**config.mk**
```make
export PLATFORM = sky130hd
export DESIGN_NAME = reg_write_queue
export DESIGN_NICKNAME = d
export VERILOG_FILES = /design/src/rtl/reg_write_queue.sv
export SDC_FILE = /design/constraint.sdc
export NUM_CORES = 1
export LEC_CHECK = 0
export CORE_ASPECT_RATIO = 0.8
export CORE_MARGIN = 2
export CORE_UTILIZATION = 50
export CTS_CLUSTER_SIZE = 16
export DETAILED_ROUTE_END_ITERATION = 8
export PLACE_DENSITY_LB_ADDON = 0.25
export SYNTH_ARGS = -nofsm -noshare
export SYNTH_HDL_FRONTEND = slang
export SYNTH_SLANG_ARGS = --single-unit
```
**constraint.sdc**
```tcl
create_clock -name i_clk -period 4.8 [get_ports i_clk]
set_clock_uncertainty 0.15 [all_clocks]
set_input_delay 0.96 -clock i_clk [delete_from_list [all_inputs] [get_ports i_clk]]
set_output_delay 0.96 -clock i_clk [all_outputs]
set_load 0.05 [all_outputs]
```
**src/rtl/reg_write_queue.sv**
```systemverilog
// ---------------------------------------------------------------------------
// reg_write_queue
//
// Write-back queue in front of the 32x32 register file. It collects write
// requests from two producers, which are the ALU result path and the
// load/multi-cycle result path. The requests are held in a small in-order
// FIFO, and one write per cycle is drained onto the register file port
// (o_wr/o_wa/o_wd). The queue also provides a newest-match read bypass on
// two lookup addresses, so that decode can see values that are still queued.
//
// Optional feature (compile-time macro ZERO_REG_DROP_EN):
//   defined   : requests to register 0 are discarded at the input. They do
//               not set overflow. Lookups of register 0 never hit.
//   undefined : register 0 is treated like any other register.
//
// Ports:
//   i_clk          clock; all state changes on the rising edge
//   i_rst_n        asynchronous active-low reset
//   i_alu_wr/wa/wd ALU write request, destination and data
//   i_ld_wr/wa/wd  load write request, destination and data
//   o_stall        producers must not push while high
//   o_overflow     sticky; set when a push was dropped
//   o_count        number of occupied entries
//   o_wr/wa/wd     register file write port (head of the queue)
//   i_ra/i_rb      bypass lookup addresses
//   o_hit_a/b      lookup matches a queued entry
//   o_fwd_a/b      data of the youngest matching entry (0 when no hit)
// ---------------------------------------------------------------------------
module reg_write_queue #(
    parameter int DEPTH = 4,
    parameter int AW    = 5,
    parameter int DW    = 32
) (
    input  logic                   i_clk,
    input  logic                   i_rst_n,
    input  logic                   i_alu_wr,
    input  logic [AW-1:0]          i_alu_wa,
    input  logic [DW-1:0]          i_alu_wd,
    input  logic                   i_ld_wr,
    input  logic [AW-1:0]          i_ld_wa,
    input  logic [DW-1:0]          i_ld_wd,
    output logic                   o_stall,
    output logic                   o_overflow,
    output logic [$clog2(DEPTH):0] o_count,
    output logic                   o_wr,
    output logic [AW-1:0]          o_wa,
    output logic [DW-1:0]          o_wd,
    input  logic [AW-1:0]          i_ra,
    input  logic [AW-1:0]          i_rb,
    output logic                   o_hit_a,
    output logic                   o_hit_b,
    output logic [DW-1:0]          o_fwd_a,
    output logic [DW-1:0]          o_fwd_b
);

    localparam int PW = $clog2(DEPTH);
    localparam int CW = PW + 1;

    logic [PW-1:0] r_head;
    logic [PW-1:0] r_tail;
    logic [CW-1:0] r_count;
    logic          r_overflow;
    logic [AW-1:0] r_addr [DEPTH];
    logic [DW-1:0] r_data [DEPTH];

    logic          w_pop;
    logic [CW:0]   w_free;
    logic          w_alu_req;
    logic          w_ld_req;
    logic          w_alu_acc;
    logic          w_ld_acc;
    logic          w_drop;
    logic [CW-1:0] w_n_acc;
    logic [PW-1:0] w_ld_slot;

    // The register file always accepts, so a non-empty queue pops every edge.
    assign w_pop = (r_count != '0);

`ifdef ZERO_REG_DROP_EN
    assign w_alu_req = i_alu_wr && (i_alu_wa != '0);
    assign w_ld_req  = i_ld_wr  && (i_ld_wa  != '0);
`else
    assign w_alu_req = i_alu_wr;
    assign w_ld_req  = i_ld_wr;
`endif

    // The slot freed by this edge's pop can be reused by this edge's push.
    assign w_free    = (CW+1)'(DEPTH) - {1'b0, r_count} + (CW+1)'(w_pop);
    assign w_alu_acc = w_alu_req && (w_free != '0);
    assign w_ld_acc  = w_ld_req  && (w_free > (CW+1)'(w_alu_acc));
    assign w_drop    = (w_alu_req && !w_alu_acc) || (w_ld_req && !w_ld_acc);
    assign w_n_acc   = CW'(w_alu_acc) + CW'(w_ld_acc);
    // The load entry is younger, so it goes behind the ALU entry when both are accepted.
    assign w_ld_slot = r_tail + PW'(w_alu_acc);

    always_ff @(posedge i_clk or negedge i_rst_n) begin
        if (!i_rst_n) begin
            r_head     <= '0;
            r_tail     <= '0;
            r_count    <= '0;
            r_overflow <= 1'b0;
        end else begin
            r_head  <= r_head + PW'(w_pop);
            r_tail  <= r_tail + PW'(w_n_acc);
            r_count <= r_count + w_n_acc - CW'(w_pop);
            if (w_drop) begin
                r_overflow <= 1'b1;
            end
        end
    end

    // Entry storage is not reset; validity comes from head/count only.
    always_ff @(posedge i_clk) begin
        if (w_alu_acc) begin
            r_addr[r_tail] <= i_alu_wa;
            r_data[r_tail] <= i_alu_wd;
        end
        if (w_ld_acc) begin
            r_addr[w_ld_slot] <= i_ld_wa;
            r_data[w_ld_slot] <= i_ld_wd;
        end
    end

    assign o_wr       = w_pop;
    assign o_wa       = r_addr[r_head];
    assign o_wd       = r_data[r_head];
    assign o_count    = r_count;
    assign o_overflow = r_overflow;
    assign o_stall    = (r_count >= CW'(DEPTH - 1));

    // Bypass search. Slot gi is the gi-th oldest entry, counted from the head.
    logic [PW-1:0]    w_slot [DEPTH];
    logic [DEPTH-1:0] w_valid;
    logic [DEPTH-1:0] w_match_a;
    logic [DEPTH-1:0] w_match_b;

    for (genvar gi = 0; gi < DEPTH; gi++) begin : g_slot
        assign w_slot[gi]  = r_head + PW'(gi);
        assign w_valid[gi] = (CW'(gi) < r_count);
`ifdef ZERO_REG_DROP_EN
        assign w_match_a[gi] = w_valid[gi] && (i_ra != '0) && (r_addr[w_slot[gi]] == i_ra);
        assign w_match_b[gi] = w_valid[gi] && (i_rb != '0) && (r_addr[w_slot[gi]] == i_rb);
`else
        assign w_match_a[gi] = w_valid[gi] && (r_addr[w_slot[gi]] == i_ra);
        assign w_match_b[gi] = w_valid[gi] && (r_addr[w_slot[gi]] == i_rb);
`endif
    end

    // Scanning oldest to youngest lets the youngest match win.
    always_comb begin
        o_hit_a = |w_match_a;
        o_hit_b = |w_match_b;
        o_fwd_a = '0;
        o_fwd_b = '0;
        for (int k = 0; k < DEPTH; k++) begin
            if (w_match_a[k]) o_fwd_a = r_data[w_slot[k]];
            if (w_match_b[k]) o_fwd_b = r_data[w_slot[k]];
        end
    end

endmodule

```
### Yosys cells after proc, flatten, opt, wreduce, memory -nomap -nowiden

Memory sizes are Yosys's and may differ from the RTL's.
Cells that the tools add are included.
W data, S select, Z words.

* bits in writable memories: 148
* bits in read-only memories: 0
* word-level logic and storage cells: 62
* memories: 2
* register bits after elaboration: 8
* bits in latches: 0
* input bits: 88
* output and inout port bits: 109

* shift-type cells: 0
* bitwise logic cells: 0
* multipliers: 0
* equality and inequality tests: 8
* $add $sub $neg: 11
* mux-type cells: 12
* reduce and logical (&&, ||, !) cells: 19
* magnitude comparators: 6
* div/mod/pow operators: 0

Memories
* r_data: depth 4, width 32, read ports 4, clocked after memory_dff 0, write ports 2, line 64 `logic [DW-1:0] r_data [DEPTH];`
* r_addr: depth 4, width 5, read ports 4, clocked after memory_dff 0, write ports 2, line 63 `logic [AW-1:0] r_addr [DEPTH];`

Operators with widths (number)
* $mux W32: 8
* $eq A5 B5 Y1: 8
* $logic_and A1 B1 Y1: 12
* $reduce_or A4 Y1: 2
* $lt A1 B3 Y1 const A: 2
* $lt A2 B3 Y1 const A: 2
* $add A2 B1 Y2: 2
* $add A2 B2 Y2 const B: 2
* $add A4 B1 Y4: 1
* $gt A4 B1 Y1: 1
* $mux W1: 4
* $reduce_bool A4 Y1: 1
* $sub A3 B3 Y4 const A: 1
* $add A3 B2 Y3: 1
* $ge A3 B2 Y1 const B: 1
* $reduce_bool A3 Y1: 1
* $sub A3 B1 Y3: 1
* $add A1 B1 Y2: 1
* $add A2 B1 Y2 const B: 1
* $add A2 B2 Y2: 1
* $logic_not A1 Y1: 2
* $logic_or A1 B1 Y1: 1

### Logic depth before layout (Yosys ltp)

Gate-level depths: netlist (run 1).

* word-level depth: 9
* gate-level depth with buffers: 21
* mapped depth without buffers: 21

### Worst setup path after synthesis (run 1)

Ideal clock, no wire load.

* path kind: register to register
* from: register r_count[1], in the netlist o_count[1]
* to: memory r_addr[1][0] (enable)
* path slack: -679 ps
* clock period less this slack: 5479 ps
* buffers on the path: 2
* arrival: 4612 ps
* library setup time: 718 ps
* cell stages (with the launch flop): 18
* required time: 3932 ps
* cell sequence: dfrtp_1 > inv_1 > ha_1 > or2_2 > a21oi_1 > a21oi_1 > or2_2 > nand2_1 > inv_1 > ha_1 > nor2_1 > a211oi_1 > nand2b_1 > inv_1 > nand3_1 > clkbuf_1 > buf_2 > o21ai_0

RTL lines
* from (decl): line 61 `logic [CW-1:0] r_count;`
* from (signal assigned): line 105 `r_count <= r_count + w_n_acc - CW'(w_pop);`
* to (decl): line 63

### Worst setup path after layout (run 1)

* from: register r_head[0]
* to: output port o_fwd_a[4]

* word-level cells in the longest chain between the ends: 7
* elaborated cells on any way between the ends: 17
* classes of those cells: 3 x add/sub; 4 x eq/ne; 4 x mux; 4 x reduce/logical; 2 x memory

Ends and longest elaborated chain
* from (decl): line 59 `logic [PW-1:0] r_head;`
* from (signal assigned): line 103 `r_head <= r_head + PW'(w_pop);`
* $add A2 B1 Y2 / $mem_v2 Z4 W5 (equally long branches)
* $mem_v2 Z4 W5 / $eq A5 B5 Y1 (equally long branches)
* $eq A5 B5 Y1 / $logic_and A1 B1 Y1 (equally long branches): line 144 `assign w_match_a[gi] = w_valid[gi] && (r_addr[w_slot[gi]] == i_ra);`
* $logic_and A1 B1 Y1 / $mux W32 (equally long branches): line 144, 156
* $mux W32 (2 in a row): line 156 `if (w_match_a[k]) o_fwd_a = r_data[w_slot[k]];`
* $mux W32 *: line 156
* to (decl): line 52 `output logic [DW-1:0] o_fwd_a,`

Mark *: on every way between the ends. The rest lies on a longest branch, timed or not.

==> results of run 1 <==
==> cell families (layout without fill, tap and decap cells) <==
family / after synthesis / in the layout / synth area share
muxes: 328 / 328 / 0.291
other: 1 / 1 / 0.000272
AOI/OAI and AO/OA: 344 / 344 / 0.171
xor gates and xnor gates: 54 / 54 / 0.0343
buffers and inverters: 143 / 317 / 0.0479
adders and majority gates: 9 / 9 / 0.00872
DFF: 156 / 156 / 0.337
and+or+nand+nor: 318 / 318 / 0.110
==> worst reg2reg max path, stage by stage (launching register included) <==
cell and delay, ns:
dfrtp_1 0.34, inv_1 0.07, ha_1 0.24, or2_2 0.32
a21oi_1 0.14, a21oi_1 0.05, or2_2 0.29, nand2_1 0.13
inv_1 0.12, ha_1 0.29, nor2_1 0.04, a211oi_1 0.28
nand2b_2 0.24, inv_1 0.10, ha_1 0.31, inv_1 0.04
ha_1 0.26, inv_1 0.04, ha_1 0.18, fa_1 0.37
xnor2_1 0.19, xnor2_1 0.15
==> sequential cells by signal (all words and copies together) (netlist names) <==
name / flops
r_addr: 20
r_data: 128
o_overflow: 1
r_tail: 2
o_count: 3
r_head: 2
==> cell type report <==
type,instances,area [um2],area share
Clock buffer,18,429,0.0242
Inverter,20,75.1,0.00424
Sequential cell,156,4650,0.263
Multi-Input combinational cell,1054,8570,0.484
Tap cell,364,455,0.0257
Clock inverter,14,166,0.00940
Timing Repair Buffer,265,3350,0.189
==> stage by stage <==
step	instances	hold WS (ns)
6_report	1891	0.340
5_1_grt	1891	0.380
4_1_cts	1884	0.355
3_5_place_dp	1852	0.323
3_3_place_gp	1852	0.322
2_1_floorplan	1353	0.419
==> how the worst max path moves through the flow <==
stage	start	end	cells past startpoint
2_1_floorplan	r_head[1]	o_fwd_a[1]	9
3_3_place_gp	i_rb[0]	o_fwd_b[30]	9
3_5_place_dp	i_rb[0]	o_fwd_b[30]	9
4_1_cts	r_head[0]	o_fwd_a[23]	9
5_1_grt	r_head[0]	o_fwd_a[23]	9
6_report	r_head[0]	o_fwd_a[4]	9
==> cells in the final DEF, fill, tap and decap left out, types with 29 or more instances in the layout <==
cell,Yosys,final
and2_1,53,53
buf_12,0,79
o21ai_1,29,30
xnor2_1,43,43
edfxtp_1,148,148
a21oi_1,62,62
mux4_2,40,40
a22oi_1,56,56
clkdlybuf4s50_1,0,128
mux2i_1,120,120
mux2_2,166,166
nor2_1,78,76
buf_4,7,53
nand2_1,111,109
o311ai_0,29,29
o21ai_0,62,59
==> metal layers <==
layer / share of wire / GRT usage / wire length (um) / vias up
met1: 0.40 / 0.418 / 18000 / 5962
met3: 0.11 / 0.0599 / 4790 / 124
met4: 0.031 / 0.123 / 1370 / 0
met5: 0 / 0 / 0 / -
met2: 0.46 / 0.475 / 20700 / 837
li1: - / - / - / 5538
==> timing repair <==
item                                    CTS  global route
endpoints found under the setup margin   25            54
pin swaps                                 0             1
resized for setup                         1             9
buffers inserted                          0             7
==> metrics.txt, run 1 <==
outcome finished clean; n_diodes 0; asr flop ratio synth 0.0513; total die area a little under 0.03 mm2; Fillers ~2100; clk buf depth 2; Layout area overhead 28.6%; RSZ-0062 raised after global routing false; Post-Syn Area ~0.014 mm2; most frequent cells after synthesis mux2_2 (166), edfxtp_1 (148), mux2i_1 (120); worst-path fanout max 28; Hold EP o_overflow; Worst-Skew Late Latency ~0.43 ns; setup violators final 0; syn_nets 1450; buffers added on ports 196; ratio of cells with drive above 1 in the final layout 0.267; Synth Instances between 1000 and 1500; Ports between 150 and 200; total congestion overflow 0; Most common cell on crit path buf_12; Synth Flop Type edfxtp_1; delay-heaviest family, CP compound AO/OA/AOI/OAI gates; measured slew at the worst slew-check pin approximately 0.83 ns; sequential area share after synthesis 0.337; Final Max Slew Viols 0; dominant cells by area after synthesis edfxtp_1 (32%), mux2_2 (14%), mux2i_1 (8.7%); pre-CTS WS just under 0.09 ns; R2R cell count 21; Synth Register Bits 156; CTS tree built; Final #Nets between 1500 and 2000; CP Capture Type output port; CTS Root Cell clkbuf_16; Worst setup SP type register; remaining antenna violation count 0; Ys Warns 0; Hold-fix buffers, CTS 0; vias in the first global route 12100; Global Route Usage Sum 0.305; Max Fclk between 200 and 250 MHz; max_cap viols 0; die span in y 152 um; gpl congestion around 0.93; R2R Path Start o_count[1]; Core ar. about 0.027 mm2; HP Class register to register; top-area cell type share of the netlist area 0.323; reg-to-reg slack, setup 0.38 ns; clock period minus worst slack between 4 and 5 ns; H-tree depth 4; final core occ 0.652; TritonCTS buffer count 17; clock sink count approximately 160; final setup margin roughly 0.11 ns; cell taking the most area after synthesis edfxtp_1; part of the cycle the worst path needs 0.978; HP Start o_overflow; initial antenna violation count 0; slowest cell on the critical path dfrtp_4; initial core utilization 0.507; hold depth 2; Worst path max stage delay slightly below 0.6 ns; drt total wl between 40 and 50 mm; Avg Cell Area, Syn 10.2 um2; first-pass GRT wire length roughly 69 mm; drt pass-1 iters 7; initial drt markers 1496; critical path class register to output port; largest net degree at the start of global routing 160; Slew headroom 0.443; die extent in x ~190 um; EDFF count, synth 148; Hold Vio Cnt, Final 0; fin area approximately 0.018 mm2; via count between 10000 and 15000; crit-path cells mux4_2, xnor2_1, nand4_1, nand3b_1, a211oi_4, buf_12, o311ai_0, o21ai_1, buf_12; FP Rows 54; Worst EP required 3.69 ns; Worst EP arrival roughly 3.6 ns; most common cell in the netlist mux2_2; post-DR wirelength/cell between 20 and 25 um; Synth cell types 60; vias per cell 6.59; Area after DPL 0.0170 mm2; clk slew on worst S/H paths about 0.070 ns; HPWL after detailed placement 29.9 mm; Buffers & Inverters on Critical Path 2; drt drc 0; Setup TNS Final 0 ns; reg-to-reg endpoint o_count[2]
Power of run 1 is not shown: default switching activity piles up to over one toggle a cycle in this logic, so the estimate is an artifact.
==> inputs of run 2 (changes only) <==
--- a/config.mk
+++ b/config.mk
@@ -8,6 +8,7 @@
 export CORE_ASPECT_RATIO = 0.8
 export CORE_MARGIN = 2
 export CORE_UTILIZATION = 50
+export CTS_BUF_LIST = sky130_fd_sc_hd__clkbuf_4
 export CTS_CLUSTER_SIZE = 16
 export DETAILED_ROUTE_END_ITERATION = 8
 export PLACE_DENSITY_LB_ADDON = 0.25
==> metrics.txt, run 2 (same netlist as run 1, synthesis figures left out) <==
clk buf depth 2 (unchanged); remaining antenna violation count 0 (unchanged); H-tree depth 4 (unchanged); Max Fclk 212 MHz (-0.70%); ratio of cells with drive above 1 in the final layout 0.278 (+0.0114); R2R cell count 21 (unchanged); final hold slack 0.357 ns (+0.0169 ns); number of flip-flops in the largest register 128 (unchanged); max_cap viols 0 (unchanged); post-DR wirelength/cell 24.0 um (+1.3%); most common cell after layout, fill and taps aside mux2_2; outcome finished clean; gpl congestion 0.932 (unchanged); FP Rows 54 (unchanged); largest net degree at the start of global routing 160 (unchanged); initial antenna violation count 1 (+1); CP Capture Type output port; Setup TNS Final 0 ns (unchanged); worst setup path startpoint r_head[1]; Final #Nets 1617 (+0.37%); Ports 197 (unchanged); measured slew at the worst slew-check pin 0.834 ns (-0.000767 ns); total congestion overflow 0 (unchanged); buffers added on ports 196 (unchanged); initial drt markers 1370 (-8.4%); clock period minus worst slack 4.73 ns (+0.0332 ns); clock sink count 156 (unchanged); CTS Root Cell clkbuf_4; die extent in x 190 um (unchanged); HPWL after detailed placement 29.9 mm (unchanged); crit-path cells buf_4, buf_16, or2_2, buf_4, nor2_1, nand2_1, o311ai_0, o21ai_1, buf_12; register area 0.00465 mm2 (unchanged); HP Class register to register; worst-path fanout max 159 (+470%); most frequent cells in the layout mux2_2 (166), edfxtp_1 (148), clkdlybuf4s50_1 (128), mux2i_1 (119), nand2_1 (109); TritonCTS buffer count 17 (unchanged); Top reg by flops r_data; Global Route Usage Sum 0.306 (+0.00154); total die area 0.0289 mm2 (unchanged); Worst-Skew Late Latency 0.58 ns (+0.15 ns); Worst path max stage delay 0.60 ns (about the same); reg-to-reg endpoint o_count[2]; Most common cell on crit path buf_4; Slew headroom 0.444 (+0.000512); Worst EP required 3.69 ns (about the same); CTS tree built; die span in y 152 um (unchanged); hold depth 2 (unchanged); part of the cycle the worst path needs 0.985 (+0.00692); drt total wl 45.6 mm (+1.7%); Layout area overhead 27.7%; Worst setup SP type register; vias in the first global route 12100 (-0.058%); Fillers 2121 (+0.43%); HP Start o_overflow; Worst EP arrival 3.62 ns (+0.04 ns); Hold Vio Cnt, Final 0 (unchanged); Final Max Slew Viols 0 (unchanged); clk slew on worst S/H paths 0.15 ns (+0.08 ns); vias per cell 6.60 (about the same); setup violators final 0 (unchanged); critical path class register to output port; drt pass-1 iters 6 (-1); Core ar. 0.0272 mm2 (unchanged); first-pass GRT wire length 69.0 mm (+0.38%); initial core utilization 0.507 (unchanged); reg-to-reg slack, setup 0.37 ns (about the same); Hold EP o_overflow; slowest cell on the critical path or2_2; drt drc 0 (unchanged); R2R Path Start o_count[1]; via count 12500 (+0.52%); multi-input combinational cell area 0.00864 mm2 (+0.85%)
==> run 2: cell types whose count changed in the layout (fill, tap and decap cells not counted), moves of 2 or more <==
cell / delta
clkbuf_4: +18
clkbuf_16: -15
o21ai_1: -5
o21ai_2: +5
buf_8: +3
xnor2_1: -3
xnor2_2: +3
buf_12: +2
diode_2: +2
==> run 2: critical path: cells and delay by family, from the launching register on <==
kind	cells	cell delay, ns
simple gates	3	0.74
flops	1	0.49
compound gates	2	0.47
buf+inv	4	1.24
==> run 2: area by class of cell <==
cell class | instances | share of cell area
Antenna cell | 2 | 0.000284
Clock buffer | 18 | 0.00768
Clock inverter | 14 | 0.00946
Inverter | 20 | 0.00427
Multi-Input combinational cell | 1054 | 0.491
Sequential cell | 156 | 0.264
Tap cell | 364 | 0.0259
Timing Repair Buffer | 271 | 0.197
==> run 2: worst max path at each step <==
stage / to / slack (ns)
final: o_fwd_a[4] / 0.07
after global routing: o_fwd_a[26] / -0.008
after CTS: o_fwd_a[28] / 0.006
after detailed placement: o_fwd_b[30] / 0.09
after global placement: o_fwd_b[30] / 0.05
after floorplan: o_fwd_a[1] / 0.02
==> run 2: routing by layer <==
metal	share of wire	GRT usage	wire, um
met3	0.11	0.0594	4800
met5	0	0	0
met2	0.46	0.480	21000
met1	0.40	0.423	18500
met4	0.029	0.112	1320
==> run 2: metrics by stage <==
| stage | instances | instance area [um2] | setup WS [ns] | util |
|---|---|---|---|---|
| detailed placement | 1852 | 17000 | 0.0872 | 0.626 |
| finish | 1899 | 17600 | 0.0727 | 0.648 |
| CTS | 1894 | 17400 | 0.00561 | 0.641 |
| global placement | 1852 | 17000 | 0.0482 | 0.626 |
| floorplan | 1353 | 13800 | 0.0163 | - |
| global route | 1899 | 17600 | -0.00841 | 0.648 |
==> run 2: what timing repair did <==
action,in CTS,in global routing
hold buffers,0,0
gates resized for setup,3,25
setup buffers,10,1
cloned,0,2
pin swaps,1,14
setup endpoints to repair,63,46
Power of run 2 is left out for the same reason.
